$ cat src/rtl/perf_pkg.sv
// Shared types and constants for the retire performance monitor.
// Counter-select codes double as the bit order of the per-counter increment vector.
package perf_pkg;

   typedef enum logic [1:0] {
      ST_IDLE    = 2'd0,
      ST_RUN     = 2'd1,
      ST_HALTED  = 2'd2,
      ST_TIMEOUT = 2'd3
   } state_e;

   localparam logic [6:0] OP_BRANCH = 7'b1100011;
   localparam logic [6:0] OP_JAL    = 7'b1101111;
   localparam logic [6:0] OP_JALR   = 7'b1100111;

   localparam logic [3:0] SEL_CYCLES   = 4'd0;
   localparam logic [3:0] SEL_INSTRET  = 4'd1;
   localparam logic [3:0] SEL_LOADS    = 4'd2;
   localparam logic [3:0] SEL_STORES   = 4'd3;
   localparam logic [3:0] SEL_TRAPS    = 4'd4;
   localparam logic [3:0] SEL_BRANCHES = 4'd5;
   localparam logic [3:0] SEL_JUMPS    = 4'd6;
   localparam logic [3:0] SEL_STALLS   = 4'd7;
   localparam logic [3:0] SEL_STATE    = 4'd8;

   localparam int NUM_CNT = 8;

endpackage

$ cat src/rtl/perf_counter.sv
// Saturating event counter: holds at all-ones, synchronous clear beats increment.
module perf_counter #(
   parameter int CNT_W = 32
) (
   input  logic             i_clk,
   input  logic             i_rst_n,
   input  logic             i_clear,
   input  logic             i_inc,
   output logic [CNT_W-1:0] o_count
);

   localparam logic [CNT_W-1:0] ONE = {{(CNT_W-1){1'b0}}, 1'b1};

   logic [CNT_W-1:0] count_q, count_d;

   always_comb begin
      count_d = count_q;
      if (i_clear)
         count_d = '0;
      else if (i_inc && (count_q != '1))
         count_d = count_q + ONE;
   end

   always_ff @(posedge i_clk or negedge i_rst_n) begin
      if (!i_rst_n)
         count_q <= '0;
      else
         count_q <= count_d;
   end

   assign o_count = count_q;

endmodule

$ cat src/rtl/retire_perf_monitor.sv
// Run-state FSM plus eight saturating event counters fed by the hart retire port,
// with a registered one-cycle-latency read port.
//
//  state   | meaning
//  IDLE    | waiting for the first retire; nothing counted
//  RUN     | every clock counted, events accumulated
//  HALTED  | halt instruction retired; counters frozen
//  TIMEOUT | cycle budget exhausted; counters frozen
module retire_perf_monitor
   import perf_pkg::*;
#(
   parameter int CNT_W      = 32,
   parameter int MAX_CYCLES = 400000
) (
   input  logic             i_clk,
   input  logic             i_rst_n,
   input  logic             i_retire_valid,
   input  logic [31:0]      i_retire_inst,
   input  logic             i_retire_trap,
   input  logic             i_retire_halt,
   input  logic             i_retire_dmem_ren,
   input  logic             i_retire_dmem_wen,
   input  logic             i_clear,
   input  logic             i_rd_en,
   input  logic [3:0]       i_rd_sel,
   output logic             o_rd_valid,
   output logic [CNT_W-1:0] o_rd_data,
   output logic [1:0]       o_state,
   output logic             o_done,
   output logic             o_timeout
);

   localparam logic [63:0] LAST_CYCLE = 64'(MAX_CYCLES - 1);

   state_e             state_q, state_d;
   logic               done_q, timeout_q, rd_valid_q;
   logic [CNT_W-1:0]   rd_data_q, rd_mux;
   logic [CNT_W-1:0]   cnt [NUM_CNT];
   logic [CNT_W-1:0]   cycles;
   logic [NUM_CNT-1:0] inc;
   logic [6:0]         opcode;
   logic               run, counted, ev;
   logic               unused_inst_hi;

   assign opcode         = i_retire_inst[6:0];
   assign unused_inst_hi = ^i_retire_inst[31:7];
   assign cycles         = cnt[0];
   assign run            = (state_q == ST_RUN);
   assign counted        = run || ((state_q == ST_IDLE) && i_retire_valid);
   assign ev             = counted && i_retire_valid;

   // Bit order follows the SEL_* codes so the read mux can index cnt directly.
   assign inc = {run && !i_retire_valid,
                 ev && ((opcode == OP_JAL) || (opcode == OP_JALR)),
                 ev && (opcode == OP_BRANCH),
                 ev && i_retire_trap,
                 ev && i_retire_dmem_wen,
                 ev && i_retire_dmem_ren,
                 ev,
                 counted};

   for (genvar g = 0; g < NUM_CNT; g++) begin : g_cnt
      perf_counter #(.CNT_W(CNT_W)) u_cnt (
         .i_clk   (i_clk),
         .i_rst_n (i_rst_n),
         .i_clear (i_clear),
         .i_inc   (inc[g]),
         .o_count (cnt[g])
      );
   end

   // A halt on the budget's last cycle is reported as HALTED, not TIMEOUT.
   always_comb begin
      state_d = state_q;
      if (i_clear)
         state_d = ST_IDLE;
      else begin
         case (state_q)
            ST_IDLE:
               if (i_retire_valid)
                  state_d = i_retire_halt ? ST_HALTED : ST_RUN;
            ST_RUN:
               if (i_retire_valid && i_retire_halt)
                  state_d = ST_HALTED;
               else if (64'(cycles) == LAST_CYCLE)
                  state_d = ST_TIMEOUT;
            default: ;
         endcase
      end
   end

   always_comb begin
      rd_mux = '0;
      if (i_rd_sel <= SEL_STALLS)
         rd_mux = cnt[i_rd_sel[2:0]];
      else if (i_rd_sel == SEL_STATE)
         rd_mux = {{(CNT_W-2){1'b0}}, state_q};
   end

   always_ff @(posedge i_clk or negedge i_rst_n) begin
      if (!i_rst_n) begin
         state_q    <= ST_IDLE;
         done_q     <= 1'b0;
         timeout_q  <= 1'b0;
         rd_valid_q <= 1'b0;
         rd_data_q  <= '0;
      end else begin
         state_q    <= state_d;
         done_q     <= (state_d == ST_HALTED);
         timeout_q  <= (state_d == ST_TIMEOUT);
         rd_valid_q <= i_rd_en;
         if (i_rd_en)
            rd_data_q <= rd_mux;
      end
   end

   assign o_state    = state_q;
   assign o_done     = done_q;
   assign o_timeout  = timeout_q;
   assign o_rd_valid = rd_valid_q;
   assign o_rd_data  = rd_data_q;

endmodule

$ cat config.mk
export PLATFORM = sky130hd
export DESIGN_NAME = retire_perf_monitor
export DESIGN_NICKNAME = d
export VERILOG_FILES = /design/src/rtl/perf_pkg.sv /design/src/rtl/perf_counter.sv /design/src/rtl/retire_perf_monitor.sv
export SDC_FILE = /design/constraint.sdc
export NUM_CORES = 1
export LEC_CHECK = 0
export CAP_MARGIN = 20
export CORE_ASPECT_RATIO = 0.8
export CORE_MARGIN = 2
export CORE_UTILIZATION = 50
export DETAILED_ROUTE_END_ITERATION = 10
export GPL_TIMING_DRIVEN = 1
export PLACE_DENSITY_LB_ADDON = 0.2
export SYNTH_ARGS = -nofsm -noshare
export SYNTH_HDL_FRONTEND = slang
export SYNTH_SLANG_ARGS = --single-unit
$ cat constraint.sdc
create_clock -name i_clk -period 3.8 [get_ports i_clk]
set_clock_uncertainty 0.2 [all_clocks]
set_input_delay 0.38 -clock i_clk [delete_from_list [all_inputs] [get_ports i_clk]]
set_output_delay 0.38 -clock i_clk [all_outputs]
set_load 0.03 [all_outputs]
# Word level (Yosys, flattened, before mapping)
# Index checks and enable logic that the tools add are counted.
dict set report word_totals {
  reg_bits 293
  input_bits 45
  out_inout_bits 37
  elab_cells 96
}
dict set report op_classes {
  addsub 8
  order_cmp 2
  eq_ne 16
  n_mux 27
  n_bitwise 1
  reduce_logical 29
}
# operator n
set op_table {}
lappend op_table {{$mux W32} 19}
lappend op_table {{$add A32 B1 Y32 const B} 8}
lappend op_table {{$ne A32 B32 Y1 const B} 8}
lappend op_table {{$bmux W32 S3} 1}
lappend op_table {{$eq A32 B19 Y1 const B} 1}
lappend op_table {{$eq A7 B7 Y1 const B} 3}
lappend op_table {{$logic_and A1 B1 Y1} 17}
lappend op_table {{$reduce_bool A2 Y1} 8}
lappend op_table {{$mux W2} 6}
lappend op_table {{$eq A2 B2 Y1 const B} 2}
lappend op_table {{$eq A4 B4 Y1 const B} 1}
lappend op_table {{$ge A4 B4 Y1 const B} 1}
lappend op_table {{$le A4 B3 Y1 const B} 1}
lappend op_table {{$not A3 Y4} 1}
lappend op_table {{$pmux W2 S2} 1}
lappend op_table {{$eq A2 B1 Y1 const B} 1}
lappend op_table {{$logic_not A2 Y1} 1}
lappend op_table {{$logic_or A1 B1 Y1} 2}
lappend op_table {{$logic_not A1 Y1} 1}

# Logic depth before layout (Yosys ltp)
# Gate-level depths: netlist of the first run.
dict set report depth {
  word_depth 8
  ltp_mapped 9
  mapped_depth_nobuf 6
}

# Hierarchy
# Synthesis of the first run repeated with hierarchy kept, for this count alone.
dict set report hier_totals {
  hier_cells 1934
  hier_area_um2 18407.7
}
# module instances cells_each area_per_inst_um2 seq_area_each_um2
set by_module_without_submodules {}
lappend by_module_without_submodules {{perf_counter at g_cnt[0].u_cnt ...} 7 198 1854.3 800.8}
lappend by_module_without_submodules {retire_perf_monitor 1 354 3617.2 925.9}
lappend by_module_without_submodules {{perf_counter at g_cnt[4].u_cnt} 1 194 1810.5 800.8}

# Least setup slack after synthesis of the first run
# Ideal clock, no wire load.
dict set report synth_path {
  kind {flip-flop to flip-flop}
  start {register state_q[0], in the netlist o_state[0]}
  end {register g_cnt[7].u_cnt.count_q[28]}
  setup_time_ns 0.078
  arrival_ns 2.715
  t_required_ns 3.522
  path_slack_ns 0.807
  path_stages_with_launch 8
  synth_period_minus_slack_ns 2.993
  path_cell_list {dfrtp_1 > or3b_4 > or4_1 > buf_2 > or4b_1 > buf_2 > or3_1 > a21oi_1}
}
dict set report synth_via {
  elab_chain_cells 4
}
# item line
set synth_lines {}
lappend synth_lines {{start, declared} retire_perf_monitor.sv:35} ;# state_e state_q, state_d;
lappend synth_lines {{start signal, assigned} retire_perf_monitor.sv:108} ;# state_q <= state_d;
lappend synth_lines {{$eq A2 B1 Y1} retire_perf_monitor.sv:48} ;# assign run = (state_q == ST_RUN);
lappend synth_lines {{$logic_and A1 B1 Y1} retire_perf_monitor.sv:53} ;# assign inc = {run && !i_retire_valid,
lappend synth_lines {{$logic_and A1 B1 Y1} perf_counter.sv:20} ;# else if (i_inc && (count_q != '1))
lappend synth_lines {{$reduce_bool A2 Y1 (no line)} --}
lappend synth_lines {{end signal, assigned} perf_counter.sv:28} ;# count_q <= count_d;
lappend synth_lines {{end, declared} perf_counter.sv:14} ;# logic [CNT_W-1:0] count_q, count_d;
# No other way between the ends.
# A chain may end at the register's enable or synchronous reset.

# Worst setup path in the final report of the first run
dict set report layout_path {
  start {register g_cnt[4].u_cnt.count_q[0]}
  end {register g_cnt[4].u_cnt.count_q[2]}
}
dict set report layout_via {
  elab_chain_cells 3
  word_cells_on_any_way 6
  classes_between {1 x add/sub; 1 x eq/ne; 2 x mux; 2 x reduce/logical}
}
# item line
set layout_lines {}
lappend layout_lines {{start, declared} perf_counter.sv:14}
lappend layout_lines {{start signal, assigned} perf_counter.sv:28}
lappend layout_lines {{$add A32 B1 Y32 / $ne A32 B32 Y1 (equally long branches)} {perf_counter.sv:21, perf_counter.sv:20}}
lappend layout_lines {{$mux W32 / $logic_and A1 B1 Y1 (equally long branches)} perf_counter.sv:20}
lappend layout_lines {{$mux W32 / $reduce_bool A2 Y1 (equally long branches)} --}
# Several ways; a longest one is shown, not always the timed one. The select of a mux whose other input is x is not followed.

==> flow_summary.ini, run 1 <==
[cts]
cts_tree = yes
clkTransAtPathRegs_ns = 0.06
postCtsSetupRepairBufs = 0
h-tree-depth = 2
clockRootBuffer = clkbuf_16
insertion_delay_ns = 0.54
cts_resized = 0
cts_buffers = 35
numClockSinks = 293
cts_buffer_depth = 3
cts_hold_buf = 1

[worst_setup_path]
crit_slowest_cell = o31ai_4
cp-start-kind = flip-flop
crit_buf_inv = 1
r2r_start = g_cnt[4].u_cnt.o_count[0]
worst_path_largest_cell_delay_ns = 0.74
path_cells = ha_1 -> nand4_1 -> or4_1 -> o31ai_4 -> buf_4 -> nor2_1 -> mux2_2
arrival_ns = 3.48
crit_type = flip-flop to flip-flop
startpoint = g_cnt[4].u_cnt.o_count[0]
end_kind = flip-flop
critPathMaxFanout = 26
cp_top_family = simple AND/OR/NAND/NOR gates
crit_required_ns = 4.01

[min_path]
hp-class = primary input to flip-flop
min_from = i_clear

[detailed_routing]
drtIter0Drc = 1664
wl_per_cell_um = 22.2
first_pass_iters = 5
ant_nets = 0
drc = 0
drt_wl_total_um = 52900
viasPerCell = 6.59
num_vias = 15700

[cells_and_area]
antenna_cells = 0
fillCellCount = 3026
multi_input_area_um2 = 9610
drive_above_1_share_pct = 12.6
seqCellArea_um2 = 7330
area_growth_pct = 14.1
utilization_pct = 57.7
fin_cells = 2383
layout.nets = 1942

[logic_synthesis]
synth-simple-area-share_pct = 25.0
yosysUniqueCellTypes = 63
yosys_register_bits = 293
yosysSeqAreaShare_pct = 41.8
synth.largest_area_cell = dfrtp_1
avgSynthCellArea_um2 = 9.50
ys_warn_count = 0
yosysMostFrequentCell = dfrtp_1
synth_top_cell_area_share_pct = 41.8
ys.flop_type = dfrtp_1
synth_common_cells = dfrtp_1, a21oi_1, nor2_1, o21ai_0, or3_1
synth_top_family_by_area = simple AND/OR/NAND/NOR gates
netlist_instances = 1845
synth-async-reset-ratio_pct = 100
synth_compound_area_share_pct = 13.4
synth-xor-area-share_pct = 2.95
synth_edf_count = 0
synth_area_leaders = dfrtp_1, mux4_2, a21oi_1, or3_1, nand4_1
synthMuxAreaShare_pct = 12.6
syn_nets = 1898
yosys.area_share.adder_pct = 0.571
netlist_area_um2 = 17500

[floorplanning]
rows = 61
core_area_um2 = 34700
die_h_um = 171
die_width_um = 213
ioPinCount = 82
initial_utilization_pct = 50.6
fp.dieArea_um2 = 36600

[sta]
rsz0062_at_grt = false
tightest_slew_ns = 1.09
finalSetupTns_ns = 0
relSlewSlack_pct = 26.5
setup_viol = 0
maxSlewViolCount = 0
fmax_ghz = 0.306
timing.final.crit_period_ns = 3.27
hold_viol = 0
period_share_pct = 86.0
hold_ws_ns = 0.257

[placement]
io_buffers = 56
gp_congestion = 0.930
dpl.hpwl_um = 38000
place_inst = 2323

[global_route]
grt-ovfl-total = 0
grt_pass1_wl_um = 84200
grt_pass1_vias = 14700
gr-usage-all-layers_pct = 29.9
grt_max_degree = 112
antenna_found_initial = 0

[run_status]
outcome = completed

[pwr]
powerDensity_nw_per_um2 = 353
irDropWorstVdd_mv = 0.272
p_leak_nw = 7.40

[job]
drv_cap = 0
[area by class of cell]
type	count	share of cell area, %
clock buffer	47	4.90
clock inverter	12	1.03
inverter	65	1.22
multi-input combinational	1383	48.0
sequential	293	36.6
tap	472	2.95
timing repair buffer	111	5.23
[worst register-to-register path, cell delays in order, from the launching register on]
cell and delay [ns]:
dfrtp_1 0.44, ha_1 0.25, nand4_1 0.24, or4_1 0.67
o31ai_4 0.74, buf_4 0.31, nor2_1 0.06, mux2_2 0.27
[final timing paths]
| check | to | slack (ns) | depth (start not counted) |
|---|---|---|---|
| hold / removal | g_cnt[3].u_cnt.o_count[23] | 0.26 | 2 |
| min in group asynchronous | g_cnt[0].u_cnt.o_count[31] | 0.28 | 2 |
| setup / recovery | g_cnt[4].u_cnt.o_count[2] | 0.53 | 7 |
| max in group asynchronous | g_cnt[4].u_cnt.o_count[11] | 2.19 | 3 |
| hold reg to reg | o_rd_data[16] | 0.33 | 2 |
| setup reg to reg | g_cnt[4].u_cnt.o_count[2] | 0.53 | 7 |
[stage by stage]
step / instance area [um^2] / total power, mW / setup slack, ns
final: 20000 / 7.07 / 0.532
after CTS: 20000 / 7.13 / 0.599
after floorplan: 17500 / 3.40 / 0.807
after detailed placement: 18800 / 3.59 / 0.429
after global placement: 18800 / 3.59 / 0.466
after global routing: 20000 / 7.29 / 0.388
[metal layers]
metal	track usage, %	routed length, um	part of all wire [%]	vias up
li1	-	-	-	7144
met1	44.7	23800	45	7774
met2	42.3	22100	42	679
met3	7.01	5360	10	101
met4	10.1	1690	3.2	0
met5	0	0	0	-
[sequential cells by signal, indices dropped and copies added (netlist names)]
signal	cells
o_done	1
o_timeout	1
o_rd_data	32
o_state	2
g_cnt.u_cnt.o_count	256
o_rd_valid	1
[report_power, final]
part	switching (mW)	internal (mW)	leakage, nW
Clock	1.38	2.16	0.580
Combinational	0.264	0.120	2.73
Sequential	0.0182	3.13	4.09
[cell usage in the layout, fill, tap and decap left out, types with 33 or more instances in the layout]
| master | count |
|---|---|
| nand4_1 | 96 |
| inv_1 | 65 |
| dfrtp_1 | 293 |
| o31ai_1 | 51 |
| clkbuf_16 | 35 |
| o21ai_0 | 100 |
| xnor2_1 | 38 |
| mux2i_1 | 39 |
| a21oi_1 | 158 |
| nand3_1 | 79 |
| mux4_2 | 64 |
| nor4_1 | 40 |
| or4_1 | 57 |
| or3_1 | 100 |
| buf_4 | 49 |
| nor2_1 | 145 |
| mux2_2 | 33 |
| nand2_1 | 95 |
| clkdlybuf4s50_1 | 51 |
| nor2b_1 | 33 |
[cells by family (layout without fill, tap and decap cells)]
family,count (synthesis),in the layout
AND/OR/NAND/NOR,781,781
multiplexers,136,136
flip-flops,293,293
buffers and inverters,169,235
AO/OA/AOI/OAI,399,399
adder cells (fa/ha/maj),8,8
XOR/XNOR,59,59
No activity file was read; power rests on OpenSTA's default activity.
==> inputs of run 2 (changes only) <==
--- a/config.mk
+++ b/config.mk
@@ -7,7 +7,7 @@
 export LEC_CHECK = 0
 export CAP_MARGIN = 20
 export CORE_ASPECT_RATIO = 0.8
-export CORE_MARGIN = 2
+export CORE_MARGIN = 4
 export CORE_UTILIZATION = 50
 export DETAILED_ROUTE_END_ITERATION = 10
 export GPL_TIMING_DRIVEN = 1
==> run 2 against run 1 <==
Worst setup slack better by 0.12 ns. Register-to-register slack gained 0.12 ns. Combinational power down 2%. Clock power is 9.6% lower. Critical endpoint is now g_cnt[6].u_cnt.o_count[21]. Largest power group unchanged. Largest cell class unchanged. Power shrank 4.8%.
==> flow_summary.ini, run 2 (synthesis results as in run 1) <==
[run_status]
outcome = completed

[worst_setup_path]
crit_buf_inv = 0
worst_path_largest_cell_delay_ns = 0.77
crit_slowest_cell = nor4_1
arrival_ns = 3.36
critPathMaxFanout = 10
end_kind = flip-flop
crit_required_ns = 4.01
cp_top_family = simple AND/OR/NAND/NOR gates
path_cells = nand4_1 -> nor4_1 -> o311ai_0 -> nor3_1 -> mux2_2
crit_type = flip-flop to flip-flop
cp-start-kind = flip-flop

[sta]
setup_viol = 0
tightest_slew_ns = 0.995
finalSetupTns_ns = 0
timing.final.crit_period_ns = 3.15
maxSlewViolCount = 0
period_share_pct = 82.8
hold_viol = 0
rsz0062_at_grt = false
relSlewSlack_pct = 32.8
fmax_ghz = 0.318

[detailed_routing]
first_pass_iters = 8
drtIter0Drc = 1891
ant_nets = 0
drc = 0
viasPerCell = 6.59
wl_per_cell_um = 22.1
drt_wl_total_um = 52700
num_vias = 15700

[floorplanning]
die_width_um = 217
core_area_um2 = 34700
rows = 61
ioPinCount = 82
fp.dieArea_um2 = 38100
die_h_um = 175
initial_utilization_pct = 50.6

[cts]
cts_buffer_depth = 3
cts_tree = yes
cts_hold_buf = 1
h-tree-depth = 2
clockRootBuffer = clkbuf_16
clkTransAtPathRegs_ns = 0.06
postCtsSetupRepairBufs = 0
insertion_delay_ns = 0.52
cts_resized = 0
cts_buffers = 34
numClockSinks = 293

[global_route]
grt_use_met3_pct = 7.45
busiest_layer = met1
antenna_found_initial = 5
grt_use_met1_pct = 42.2
grt_pass1_wl_um = 83300
grt_pass1_vias = 14500
grt-ovfl-total = 0
grt_max_degree = 143
gr-usage-all-layers_pct = 27.4
grtUsageMet2_pct = 38.1

[min_path]
hp-class = primary input to async pin

[cells_and_area]
largest_reg_flops = 256
layout.nets = 1940
drive_above_1_share_pct = 12.5
antenna_cells = 0
area_growth_pct = 13.4
fin_cells = 2382
layout_common_cells = dfrtp_1, a21oi_1, nor2_1
final_common_cell = dfrtp_1

[placement]
place_inst = 2321
io_buffers = 56
gp_congestion = 0.895
dpl.hpwl_um = 38000

[pwr]
powerDensity_nw_per_um2 = 339
p_leak_nw = 7.34
irDropWorstVdd_mv = 0.249

[job]
drv_cap = 0
## run 2: cell count changes in the layout (fill, tap and decap cells not counted), sizes merged
cell / change
buf: -1
bufinv: -5
clkbuf: +2
clkinv: +5
inv: -2
## run 2: routing by layer
metal / wire length, um / up-vias
li1: - / 7145
met1: 24000 / 7717
met2: 21900 / 743
met3: 5430 / 90
met4: 1410 / 2
met5: 13 / -
## run 2: power by group
part	switching, mW	internal [mW]	total [mW]
registers	0.0210	3.13	3.15
logic	0.260	0.118	0.378
clock network	1.35	1.85	3.20
## run 2: cell type report
cell class | count | area, um^2
inverter | 65 | 244
sequential | 293 | 7330
clock buffer | 49 | 1010
multi-input combinational | 1383 | 9610
timing repair buffer | 110 | 1030
fill | 3081 | 14800
tap | 472 | 591
clock inverter | 10 | 60.1
## run 2: worst reg2reg max path: stages, from the launching register on
cell,delay (ns)
dfrtp_1,0.46
nand4_1,0.46
nor4_1,0.78
o311ai_0,0.49
nor3_1,0.29
mux2_2,0.36
## run 2: metrics by stage
step | hold slack (ns) | setup WS [ns] | utilization (%) | power (mW) | instance area (um^2)
final | 0.175 | 0.652 | 57.4 | 6.73 | 19900
after global routing | 0.214 | 0.359 | 57.4 | 6.96 | 19900
after CTS | 0.174 | 0.577 | 57.3 | 6.78 | 19900
after detailed placement | 0.124 | 0.259 | 54.2 | 3.59 | 18800
after global placement | 0.125 | 0.369 | 54.2 | 3.58 | 18800
after floorplan | -0.116 | 0.807 | - | 3.40 | 17500
## run 2: worst paths after layout
kind	start	to	slack [ns]	depth (start not counted)
max	g_cnt[6].u_cnt.o_count[4]	g_cnt[6].u_cnt.o_count[21]	0.65	5
min	i_rst_n	g_cnt[1].u_cnt.o_count[26]	0.17	2
max in group asynchronous	i_rst_n	o_rd_data[20]	2.19	3
max reg2reg	g_cnt[6].u_cnt.o_count[4]	g_cnt[6].u_cnt.o_count[21]	0.65	5
min in group i_clk	o_rd_data[12]	o_rd_data[12]	0.33	2
min reg2reg	o_rd_data[12]	o_rd_data[12]	0.33	2
